<file path="config.mk">
export PLATFORM = sky130hd
export DESIGN_NAME = fetch_sequencer
export DESIGN_NICKNAME = d
export VERILOG_FILES = /design/src/rtl/rv_spm_pkg.sv /design/src/rtl/fetch_timeout_ctr.sv /design/src/rtl/fetch_sequencer.sv
export SDC_FILE = /design/constraint.sdc
export NUM_CORES = 1
export LEC_CHECK = 0
export ABC_AREA = 1
export CAP_MARGIN = 40
export CORE_ASPECT_RATIO = 1.4
export CORE_UTILIZATION = 25
export CTS_BUF_LIST = sky130_fd_sc_hd__clkbuf_4 sky130_fd_sc_hd__clkbuf_8
export DETAILED_ROUTE_END_ITERATION = 6
export PLACE_DENSITY_LB_ADDON = 0.25
export SYNTH_ARGS = -nofsm -noshare
export SYNTH_HDL_FRONTEND = slang
export SYNTH_SLANG_ARGS = --single-unit
</file>
<file path="constraint.sdc">
create_clock -name clk -period 1.45 [get_ports clk]
set_input_delay 0.2175 -clock clk [delete_from_list [all_inputs] [get_ports clk]]
set_output_delay 0.2175 -clock clk [all_outputs]
set_load 0.01 [all_outputs]
</file>
<file path="src/rtl/rv_spm_pkg.sv">
// Shared definitions for the RISC-SPM fetch path: opcode values, the fetch
// sequencer state encoding and opcode classification helpers.
package rv_spm_pkg;

    localparam logic [3:0] OP_NOP  = 4'b0000;
    localparam logic [3:0] OP_ADD  = 4'b0001;
    localparam logic [3:0] OP_SUB  = 4'b0010;
    localparam logic [3:0] OP_AND  = 4'b0011;
    localparam logic [3:0] OP_NOT  = 4'b0100;
    localparam logic [3:0] OP_RD   = 4'b0101;
    localparam logic [3:0] OP_WR   = 4'b0110;
    localparam logic [3:0] OP_BR   = 4'b0111;
    localparam logic [3:0] OP_BRZ  = 4'b1000;
    localparam logic [3:0] OP_HALT = 4'b1111;

    typedef enum logic [2:0] {
        S_IDLE   = 3'd0,
        S_FETCH1 = 3'd1,
        S_FETCH2 = 3'd2,
        S_HOLD   = 3'd3,
        S_HALT   = 3'd4
    } fetch_state_t;

    // Instructions that carry an operand byte after the opcode byte.
    function automatic logic is_two_byte(input logic [3:0] opcode);
        logic two;
        case (opcode)
            OP_RD, OP_WR, OP_BR, OP_BRZ: two = 1'b1;
            default:                     two = 1'b0;
        endcase
        return two;
    endfunction

    function automatic logic is_halt(input logic [3:0] opcode);
        return (opcode == OP_HALT);
    endfunction

endpackage

</file>
<file path="src/rtl/fetch_timeout_ctr.sv">
// Memory wait watchdog for the fetch sequencer. Down-counter reloaded while
// no wait is in progress; expired flags the TIMEOUT_CYCLES-th consecutive
// wait cycle so the sequencer can abandon the fetch on that edge.
module fetch_timeout_ctr #(
    parameter int TIMEOUT_CYCLES = 16
) (
    input  logic clk,
    input  logic clr,
    input  logic wait_cyc,
    output logic expired
);

    localparam int CNT_W = (TIMEOUT_CYCLES > 1) ? $clog2(TIMEOUT_CYCLES) : 1;
    localparam logic [CNT_W-1:0] LOAD = CNT_W'(TIMEOUT_CYCLES - 1);

    logic [CNT_W-1:0] cnt_q;
    logic [CNT_W-1:0] cnt_d;

    // Count down through a wait run, reload whenever the wait ends.
    always_comb begin
        cnt_d = LOAD;
        if (wait_cyc && (cnt_q != '0)) begin
            cnt_d = cnt_q - 1'b1;
        end
    end

    // Counter register.
    always_ff @(posedge clk or negedge clr) begin
        if (!clr) begin
            cnt_q <= LOAD;
        end else begin
            cnt_q <= cnt_d;
        end
    end

    assign expired = wait_cyc && (cnt_q == '0);

endmodule

</file>
<file path="src/rtl/fetch_sequencer.sv">
// Instruction fetch controller for the RISC-SPM core. Reads opcode and
// optional operand bytes at pc_count, steps the PC, and holds the
// instruction for the decoder until ir_ack. A branch accepted with ir_ack
// loads the PC from branch_target.
// Build option: define FETCH_TIMEOUT_EN to add the memory wait watchdog
// (fetch_fault + halt after TIMEOUT_CYCLES consecutive not-ready cycles).
//
// state    | meaning
// S_IDLE   | leaving reset, start fetching next cycle
// S_FETCH1 | reading opcode byte at pc_count
// S_FETCH2 | reading operand byte at pc_count
// S_HOLD   | instruction presented to decoder (ir_valid)
// S_HALT   | HALT fetched or memory timeout; only clr exits
module fetch_sequencer
    import rv_spm_pkg::*;
#(
    parameter int DATAWIDTH      = 8,
    parameter int TIMEOUT_CYCLES = 16
) (
    input  logic                 clk,
    input  logic                 clr,
    input  logic [DATAWIDTH-1:0] pc_count,
    output logic                 ld_pc,
    output logic                 inc_pc,
    output logic [DATAWIDTH-1:0] pc_data,
    output logic                 mem_rd,
    output logic [DATAWIDTH-1:0] mem_addr,
    input  logic                 mem_ready,
    input  logic [DATAWIDTH-1:0] mem_data,
    output logic [DATAWIDTH-1:0] ir_opcode,
    output logic [DATAWIDTH-1:0] ir_operand,
    output logic                 ir_valid,
    input  logic                 ir_ack,
    input  logic                 branch_req,
    input  logic [DATAWIDTH-1:0] branch_target,
    output logic                 halted,
    output logic                 fetch_fault
);

    fetch_state_t         state_q, state_d;
    logic [DATAWIDTH-1:0] ir_opcode_q, ir_opcode_d;
    logic [DATAWIDTH-1:0] ir_operand_q, ir_operand_d;
    logic                 ir_valid_q, ir_valid_d;
    logic                 halted_q, halted_d;
    logic                 fetch_fault_q, fetch_fault_d;

    logic [3:0] mem_op;
    logic       wait_cyc;
    logic       timeout_hit;

    assign mem_op   = mem_data[DATAWIDTH-1 -: 4];
    assign mem_addr = pc_count;
    assign wait_cyc = mem_rd && !mem_ready;

`ifdef FETCH_TIMEOUT_EN
    fetch_timeout_ctr #(
        .TIMEOUT_CYCLES(TIMEOUT_CYCLES)
    ) u_timeout (
        .clk      (clk),
        .clr      (clr),
        .wait_cyc (wait_cyc),
        .expired  (timeout_hit)
    );
`else
    assign timeout_hit = 1'b0 & (TIMEOUT_CYCLES != 0);
`endif

    // Next-state, IR capture and PC/memory control decode.
    always_comb begin
        state_d       = state_q;
        ir_opcode_d   = ir_opcode_q;
        ir_operand_d  = ir_operand_q;
        fetch_fault_d = fetch_fault_q;
        ld_pc         = 1'b0;
        inc_pc        = 1'b0;
        mem_rd        = 1'b0;
        pc_data       = '0;

        case (state_q)
            S_IDLE: begin
                state_d = S_FETCH1;
            end
            S_FETCH1: begin
                mem_rd = 1'b1;
                if (mem_ready) begin
                    ir_opcode_d = mem_data;
                    inc_pc      = 1'b1;
                    if (is_halt(mem_op)) begin
                        state_d = S_HALT;
                    end else if (is_two_byte(mem_op)) begin
                        state_d = S_FETCH2;
                    end else begin
                        ir_operand_d = '0;
                        state_d      = S_HOLD;
                    end
                end else if (timeout_hit) begin
                    fetch_fault_d = 1'b1;
                    state_d       = S_HALT;
                end
            end
            S_FETCH2: begin
                mem_rd = 1'b1;
                if (mem_ready) begin
                    ir_operand_d = mem_data;
                    inc_pc       = 1'b1;
                    state_d      = S_HOLD;
                end else if (timeout_hit) begin
                    fetch_fault_d = 1'b1;
                    state_d       = S_HALT;
                end
            end
            S_HOLD: begin
                if (ir_ack) begin
                    if (branch_req) begin
                        ld_pc   = 1'b1;
                        pc_data = branch_target;
                    end
                    state_d = S_FETCH1;
                end
            end
            S_HALT: begin
                state_d = S_HALT;
            end
            default: begin
                state_d = S_IDLE;
            end
        endcase

        ir_valid_d = (state_d == S_HOLD);
        halted_d   = (state_d == S_HALT);
    end

    // FSM state and registered outputs.
    always_ff @(posedge clk or negedge clr) begin
        if (!clr) begin
            state_q       <= S_IDLE;
            ir_opcode_q   <= '0;
            ir_operand_q  <= '0;
            ir_valid_q    <= 1'b0;
            halted_q      <= 1'b0;
            fetch_fault_q <= 1'b0;
        end else begin
            state_q       <= state_d;
            ir_opcode_q   <= ir_opcode_d;
            ir_operand_q  <= ir_operand_d;
            ir_valid_q    <= ir_valid_d;
            halted_q      <= halted_d;
            fetch_fault_q <= fetch_fault_d;
        end
    end

    assign ir_opcode   = ir_opcode_q;
    assign ir_operand  = ir_operand_q;
    assign ir_valid    = ir_valid_q;
    assign halted      = halted_q;
    assign fetch_fault = fetch_fault_q;

endmodule

</file>
Yosys cells after proc, flatten, opt, wreduce, memory -nomap -nowiden
Index checks and enable logic that the tools add are counted.
{"block": "word_totals", "memories": 0, "regBits": 21, "ramBits": 0, "word_cells": 50, "inputBits": 29, "romBits": 0, "latch_bits": 0, "output_inout_bits": 38}
{"block": "op_classes", "shift": 0, "bitwise_logic": 0, "reduce_logical": 6, "mul": 0, "n_addsub": 0, "eq_ne": 15, "muxes": 24, "magnitude_cmp": 0, "n_div": 0}
{"cell": "$mux W8", "n": 7}
{"cell": "$pmux W8 S2", "n": 1}
{"cell": "$pmux W3 S5", "n": 1}
{"cell": "$eq A4 B3 Y1 const B", "n": 3}
{"cell": "$mux W3", "n": 4}
{"cell": "$mux W1", "n": 11}
{"cell": "$eq A3 B2 Y1 const B", "n": 3}
{"cell": "$eq A4 B4 Y1 const B", "n": 2}
{"cell": "$ne A2 B2 Y1 const B", "n": 4}
{"cell": "$eq A3 B3 Y1 const B", "n": 2}
{"cell": "$reduce_and A5 Y1", "n": 1}
{"cell": "$reduce_or A4 Y1", "n": 1}
{"cell": "$eq A3 B1 Y1 const B", "n": 1}
{"cell": "$logic_not A3 Y1", "n": 1}
{"cell": "$reduce_and A2 Y1", "n": 1}
{"cell": "$reduce_bool A2 Y1", "n": 1}
{"cell": "$reduce_or A2 Y1", "n": 1}

Depth between registers and ports, before layout
Gate-level depths: netlist of the first run.
{"block": "depth", "ltp_word": 11, "mapped_depth": 9}

Least setup slack after synthesis of the first run
OpenSTA, ideal clock, no wires.
{"block": "synth_timing", "kind": "reg2reg", "start": "register state_q[2]", "end": "register ir_operand_q[0], in the netlist ir_operand[0]", "path_stages_with_launch": 7, "setup_ns": 0.117, "setup_slack_ns": 0.205, "t_arrival_ns": 1.128, "path_cell_list": "dfrtp_1 > inv_2 > nand3_2 > a21oi_2 > nand3_2 > nand2_1 > nand2_1"}
{"block": "synth_via", "elab_chain_cells": 3, "word_cells_on_any_way": 9}
{"item": "start: declaration", "line_no": "fetch_sequencer.sv:40", "text": "fetch_state_t state_q, state_d;"}
{"item": "start signal: assignment", "line_no": "fetch_sequencer.sv:143", "text": "state_q <= state_d;"}
{"item": "$eq A3 B1 Y1 / $eq A3 B2 Y1 (equally long branches)", "line_no": "fetch_sequencer.sv:79", "text": "case (state_q)"}
{"item": "$ne A2 B2 Y1 (no line) / $reduce_bool A2 Y1 (equally long branches)"}
{"item": "$reduce_and A5 Y1 (no line)"}
{"item": "end signal: assignment", "line_no": "fetch_sequencer.sv:145", "text": "ir_operand_q <= ir_operand_d;"}
{"item": "end: declaration", "line_no": "fetch_sequencer.sv:42", "text": "logic [DATAWIDTH-1:0] ir_operand_q, ir_operand_d;"}
Parallel ways exist; a longest one is shown, timed or not.
A chain may end at the register's enable or synchronous reset.

Worst setup path in the final report of the first run
{"block": "layout_timing", "start": "register state_q[2]", "end": "output pc_data[5]"}
{"block": "layout_via", "elab_chain_cells": 2}
{"item": "$eq A3 B2 Y1", "line_no": "fetch_sequencer.sv:79"}
{"item": "$mux W8", "line_no": "fetch_sequencer.sv:79"}
{"item": "end: declaration", "line_no": "fetch_sequencer.sv:25", "text": "output logic [DATAWIDTH-1:0] pc_data,"}
Every way passes these cells.

==> impl_metrics.env, run 1 <==
export IMPL_status="finished with violations"
export IMPL_violations="negative setup slack"
export IMPL_crit_path_end_kind="primary output"
export IMPL_max_freq_mhz=646.0
export IMPL_pin_count=67
export IMPL_cts_root_buffer="clkbuf_8"
export IMPL_syn_area_um2=1185
export IMPL_portBuffers=49
export IMPL_required_ns=1.23
export IMPL_layout_common_cells="44 x nand2_1, 38 x clkdlybuf4s50_1, 21 x inv_1, 21 x dfrtp_1, 19 x buf_4"
export IMPL_critical_path_buf_inv_count=2
export IMPL_vias_per_cell=4.004
export IMPL_antenna_found_initial=0
export IMPL_cts_sinks=21
export IMPL_crit_family="flip-flops"
export IMPL_cap_violations=0
export IMPL_peakVddDrop_mv=0.7339
export IMPL_skew_ns=0.002741
export IMPL_synth_distinct_cells=20
export IMPL_final_common_cell="nand2_1"
export IMPL_overflow=0
export IMPL_dieArea_um2=5023
export IMPL_cp_slowest_cell="dfrtp_1"
export IMPL_worstSetupPathType="flip-flop to primary output"
export IMPL_worstSetupPathDepth=5
export IMPL_hold_path_class="input port to async pin"
export IMPL_final_cell_count_no_fill=282
export IMPL_vias=1129
export IMPL_avgSynthCellArea_um2=7.744
export IMPL_ant_nets=0
export IMPL_p_per_area_nw_per_um2=1686
export IMPL_die_y_um=83.46
export IMPL_layout_setup_ws_ns=-0.09810
export IMPL_crit_fanout=4
export IMPL_initial_core_util=0.2612
export IMPL_cp_slowest_stage_delay_ns=0.42
export IMPL_h_tree_depth=1
export IMPL_dpl_hpwl_um=2251
export IMPL_hold_buffers=0
export IMPL_cts_tree="built"
export IMPL_clk_latency_ns=0.26
export IMPL_finalHoldViolations=0
export IMPL_worstRegToRegCells=9
export IMPL_rsz0062_at_grt="true"
export IMPL_clk_path_buf_depth=2
export IMPL_area_growth_pct=65.58
export IMPL_cts_inserted_buffers=3
export IMPL_drtPass1Iterations=4
export IMPL_crit_path_start_kind="flip-flop"
export IMPL_grtUsageTotal=0.1237
export IMPL_multi_input_area_um2=534.3
export IMPL_grt_pass1_vias=1143
export IMPL_drv_slew=0
export IMPL_p_leak_nw=1.029
export IMPL_arrival_ns=1.33
export IMPL_first_iter_violations=11
export IMPL_dp_cells=273
export IMPL_drc=0
export IMPL_grt_pass1_wl_um=4788
export IMPL_fin_nets=250
export IMPL_rows=29
export IMPL_num_antenna_cells=0
export IMPL_n_fill_cell=471
export IMPL_cpMostUsedCell="buf_2"
export IMPL_core_um2=4536
export IMPL_syn_nets=182
export IMPL_fp_dieW_um=60.19
export IMPL_ys_ff_latch=21
export IMPL_wire_per_inst_um=10.59
export IMPL_netlist_instances=153
export IMPL_wirelength_um=2986
export IMPL_ys_warn_count=0
export IMPL_final_period_utilization=1.068
export IMPL_drive_above_1_share=0.3182
export IMPL_synth_sequential_area_ratio=0.4435
export IMPL_fin_area_um2=1962
export IMPL_seqCellArea_um2=525.5
export IMPL_clkTransAtPathRegs_ns=0.07
export IMPL_gp_congestion=0.8010
export IMPL_dpl_cell_area_um2=1838
export IMPL_grt_max_degree=22
export IMPL_path_cells="nor2_4, nand4_1, buf_2, nor2_1, buf_2"
export IMPL_final_min_clock_period_ns=1.548
export IMPL_setup_viol=9
final cells by class:
class / instances / area share
well taps: 62 / 0.03954
clock buffers: 4 / 0.02487
repair buffers: 74 / 0.3444
inverters: 26 / 0.05102
flip-flops and latches: 21 / 0.2679
multi-input cells: 95 / 0.2723
flip-flops by register name, summed over array words and instances (netlist names):
signal / cells
halted: 1
ir_opcode: 8
ir_valid: 1
ir_operand: 8
state_q: 3
cells in the mapped netlist:
library cell / n / area share
nor2_1: 20 / 0.063
o21ai_0: 1 / 0.0042
inv_2: 4 / 0.013
a21oi_2: 1 / 0.0074
nand2_4: 2 / 0.019
nand2_2: 3 / 0.016
nor2_4: 2 / 0.019
o32ai_1: 2 / 0.015
inv_1: 22 / 0.070
o21ai_2: 8 / 0.059
buf_4: 9 / 0.057
buf_6: 2 / 0.019
conb_1: 1 / 0.0032
a21oi_1: 2 / 0.0084
o21ai_1: 1 / 0.0042
dfrtp_1: 21 / 0.44
nand3_2: 2 / 0.017
nand3_1: 2 / 0.0084
nand4_1: 1 / 0.0053
nand2_1: 47 / 0.15
power by group:
part / internal, mW / leakage [nW] / total, mW / switching [mW]
clock: 0.214 / 0.0262 / 0.403 / 0.188
combinational: 1.04 / 0.730 / 1.93 / 0.894
sequential: 0.826 / 0.273 / 0.975 / 0.149
routing by layer:
| metal | global-route usage | share of wire | vias up |
|---|---|---|---|
| met5 | 0 | 0 | - |
| met2 | 0.2278 | 0.52 | 41 |
| met3 | 0.03256 | 0.085 | 2 |
| li1 | - | - | 582 |
| met1 | 0.1302 | 0.39 | 504 |
| met4 | 0.03594 | 0.0074 | 0 |
final timing paths:
kind | start | endpoint | slack, ns
max | state_q[2] | pc_data[5] | -0.1
min | clr | ir_operand[2] | 0.30
max reg2reg | state_q[0] | ir_operand[0] | 0.01
min reg2reg | ir_operand[0] | ir_operand[0] | 0.48
max in group asynchronous | clr | state_q[2] | 0.93
min in group clk | pc_count[2] | mem_addr[2] | 0.44
metrics by stage:
| step | total power, mW | hold slack [ns] | setup slack [ns] | TNS (ns) | util |
|---|---|---|---|---|---|
| floorplan | 1.815 | -0.07809 | 0.2054 | 0 | - |
| global placement | 2.736 | 0.4351 | -0.3289 | -4.037 | 0.4052 |
| detailed placement | 2.747 | 0.4351 | -0.3677 | -4.525 | 0.4052 |
| CTS | 3.168 | 0.3003 | -0.1098 | -0.8520 | 0.4110 |
| global route | 3.565 | 0.3203 | -0.1910 | -2.192 | 0.4326 |
| finish | 3.307 | 0.2977 | -0.09810 | -0.5945 | 0.4326 |
worst register-to-register path: cells and delay by family (launching register included):
kind,cells,cell delay (ns)
DFF,1,0.39
and+or+nand+nor,6,0.63
buffers and inverters,3,0.38
logic make-up after synthesis:
logic type | Yosys count | synth area share
flops | 21 | 0.4435
simple gates | 79 | 0.2967
compound gates | 15 | 0.09820
other cells | 1 | 0.003165
buf+inv | 37 | 0.1584
timing repair:
item                       in CTS  in global routing
pin swaps                       1                 21
setup endpoints to repair      11                 19
setup buffers                   1                  3
gates resized for setup        43                 23
gates cloned                    1                  0
Note: power is estimated with default switching activity, not from simulation.
==> inputs of run 2 (changes only) <==
--- a/config.mk
+++ b/config.mk
@@ -8,7 +8,7 @@
 export ABC_AREA = 1
 export CAP_MARGIN = 40
 export CORE_ASPECT_RATIO = 1.4
-export CORE_UTILIZATION = 25
+export CORE_UTILIZATION = 39
 export CTS_BUF_LIST = sky130_fd_sc_hd__clkbuf_4 sky130_fd_sc_hd__clkbuf_8
 export DETAILED_ROUTE_END_ITERATION = 6
 export PLACE_DENSITY_LB_ADDON = 0.25
==> impl_metrics.env, run 2 (synthesis gave the netlist of run 1 again) <==
export IMPL_dp_cells=249
export IMPL_layout_common_cells="46 x nand2_1, 38 x clkdlybuf4s50_1, 22 x inv_1, 22 x buf_4, 21 x dfrtp_1"
export IMPL_max_freq_mhz=645.7
export IMPL_multi_input_area_um2=543.0
export IMPL_dieArea_um2=3266
export IMPL_num_antenna_cells=0
export IMPL_required_ns=1.23
export IMPL_skew_ns=0.003344
export IMPL_core_um2=2878
export IMPL_die_y_um=67.22
export IMPL_rsz0062_at_grt="true"
export IMPL_arrival_ns=1.33
export IMPL_pin_count=67
export IMPL_cp_slowest_cell="dfrtp_1"
export IMPL_grt_pass1_vias=1182
export IMPL_crit_family="flip-flops"
export IMPL_crit_path_end_kind="primary output"
export IMPL_area_growth_pct=61.99
export IMPL_cp_slowest_stage_delay_ns=0.42
export IMPL_drv_slew=0
export IMPL_cts_tree="built"
export IMPL_clk_latency_ns=0.26
export IMPL_finalHoldViolations=0
export IMPL_seqCellArea_um2=525.5
export IMPL_clkTransAtPathRegs_ns=0.07
export IMPL_hold_buffers=0
export IMPL_fin_nets=250
export IMPL_critical_path_buf_inv_count=2
export IMPL_peakVddDrop_mv=1.136
export IMPL_setup_viol=19
export IMPL_drtPass1Iterations=4
export IMPL_portBuffers=49
export IMPL_wirelength_um=3201
export IMPL_h_tree_depth=1
export IMPL_n_fill_cell=231
export IMPL_wire_per_inst_um=12.46
export IMPL_final_period_utilization=1.068
export IMPL_crit_path_start_kind="flip-flop"
export IMPL_first_iter_violations=29
export IMPL_power_mw=3.278
export IMPL_cts_root_buffer="clkbuf_8"
export IMPL_path_cells="nor2_4, nand4_1, buf_4, nor2_1, buf_2"
export IMPL_vias_per_cell=4.673
export IMPL_drive_above_1_share=0.3182
export IMPL_final_min_clock_period_ns=1.549
export IMPL_grt_pass1_wl_um=4933
export IMPL_p_leak_nw=1.020
export IMPL_drc=0
export IMPL_initial_core_util=0.4117
export IMPL_grtUsageTotal=0.1955
export IMPL_cts_sinks=21
export IMPL_final_common_cell="nand2_1"
export IMPL_fp_dieW_um=48.59
export IMPL_gp_congestion=0.8255
export IMPL_hold_path_class="input port to async pin"
export IMPL_overflow=0
export IMPL_dpl_hpwl_um=2344
export IMPL_antenna_found_initial=0
export IMPL_grt_max_degree=22
export IMPL_crit_fanout=4
export IMPL_worstSetupPathType="flip-flop to primary output"
export IMPL_vias=1201
export IMPL_cap_violations=0
export IMPL_final_cell_count_no_fill=257
export IMPL_p_per_area_nw_per_um2=1708
export IMPL_ant_nets=0
export IMPL_cts_inserted_buffers=3
export IMPL_clk_path_buf_depth=2
export IMPL_status="finished with violations"
export IMPL_violations="negative setup slack"
export IMPL_rows=23
export IMPL_layout_setup_ws_ns=-0.09865
-- run 2: changes by cell type in the layout (fill, tap and decap cells not counted), moves of 2 or more --
| cell | previous run | this run |
|---|---|---|
| nand3_4 | 3 | 1 |
| nor2_1 | 17 | 15 |
| nand2_2 | 3 | 1 |
| buf_4 | 19 | 22 |
| nor2_2 | 2 | 4 |
| nand2_1 | 44 | 46 |
| nand3_2 | 0 | 2 |
| buf_12 | 2 | 0 |
-- run 2: where the power goes --
part           internal, mW  switching [mW]  total, mW
logic                 0.969           0.936       1.90
clock network         0.214           0.185      0.400
registers             0.826           0.147      0.974
-- run 2: layer usage --
| metal | track usage | vias to the layer above | wire [um] |
|---|---|---|---|
| met1 | 0.1952 | 564 | 1156 |
| met5 | 0 | - | 0 |
| met2 | 0.3873 | 48 | 1790 |
| met4 | 0.08088 | 0 | 59 |
| met3 | 0.04730 | 7 | 194 |
| li1 | - | 582 | - |
-- run 2: what timing repair did --
action,in CTS,in global routing
endpoints found under the setup margin,11,20
pin swaps,4,20
gates resized for setup,44,24
cloned,1,0
setup buffers,1,2
-- run 2: worst paths after layout --
kind | endpoint | slack [ns] | cells past startpoint | from
setup / recovery | pc_data[6] | -0.1 | 5 | state_q[2]
hold reg to reg | ir_operand[1] | 0.49 | 2 | ir_operand[1]
setup reg to reg | ir_operand[7] | -0.06 | 11 | state_q[0]
hold / removal | ir_opcode[4] | 0.31 | 2 | clr
max in group asynchronous | ir_valid | 0.92 | 2 | clr
min in group clk | mem_addr[2] | 0.44 | 0 | pc_count[2]
-- run 2: final cells by class --
type | count | share of cell area
inverters | 26 | 0.05345
multi-input cells | 95 | 0.2829
flip-flops and latches | 21 | 0.2738
repair buffers | 74 | 0.3403
well taps | 37 | 0.02412
clock buffers | 4 | 0.02542
-- run 2: worst register-to-register path, cell delays in order, from the launching register on --
cell,delay [ns]
dfrtp_1,0.40
inv_2,0.11
nor2_4,0.04
buf_4,0.14
nand2_4,0.10
buf_6,0.13
inv_6,0.04
nand2_4,0.09
nand2_4,0.06
nor2_4,0.20
nand2_1,0.09
nand2_1,0.07
-- run 2: stage by stage --
step                setup slack [ns]  cell area, um2  setup TNS (ns)    util  hold slack, ns
finish                      -0.09865            1919          -1.054  0.6670          0.3097
global route                 -0.1884            1919          -2.836  0.6670          0.3370
CTS                          -0.1357            1807         -0.8761  0.6278          0.3176
detailed placement           -0.3856            1789          -3.956  0.6217          0.4351
global placement             -0.3304            1789          -3.327  0.6217          0.4351
floorplan                     0.2054            1185               0       -        -0.07809
==> inputs of run 3 (changes only) <==
--- a/config.mk
+++ b/config.mk
@@ -10,7 +10,9 @@
 export CORE_ASPECT_RATIO = 1.4
 export CORE_UTILIZATION = 39
 export CTS_BUF_LIST = sky130_fd_sc_hd__clkbuf_4 sky130_fd_sc_hd__clkbuf_8
+export CTS_CLUSTER_DIAMETER = 60
 export DETAILED_ROUTE_END_ITERATION = 6
+export GPL_ROUTABILITY_DRIVEN = 0
 export PLACE_DENSITY_LB_ADDON = 0.25
 export SYNTH_ARGS = -nofsm -noshare
 export SYNTH_HDL_FRONTEND = slang
==> results of run 3 <==
Final layout, timing and power as in run 2 (identical DEF).
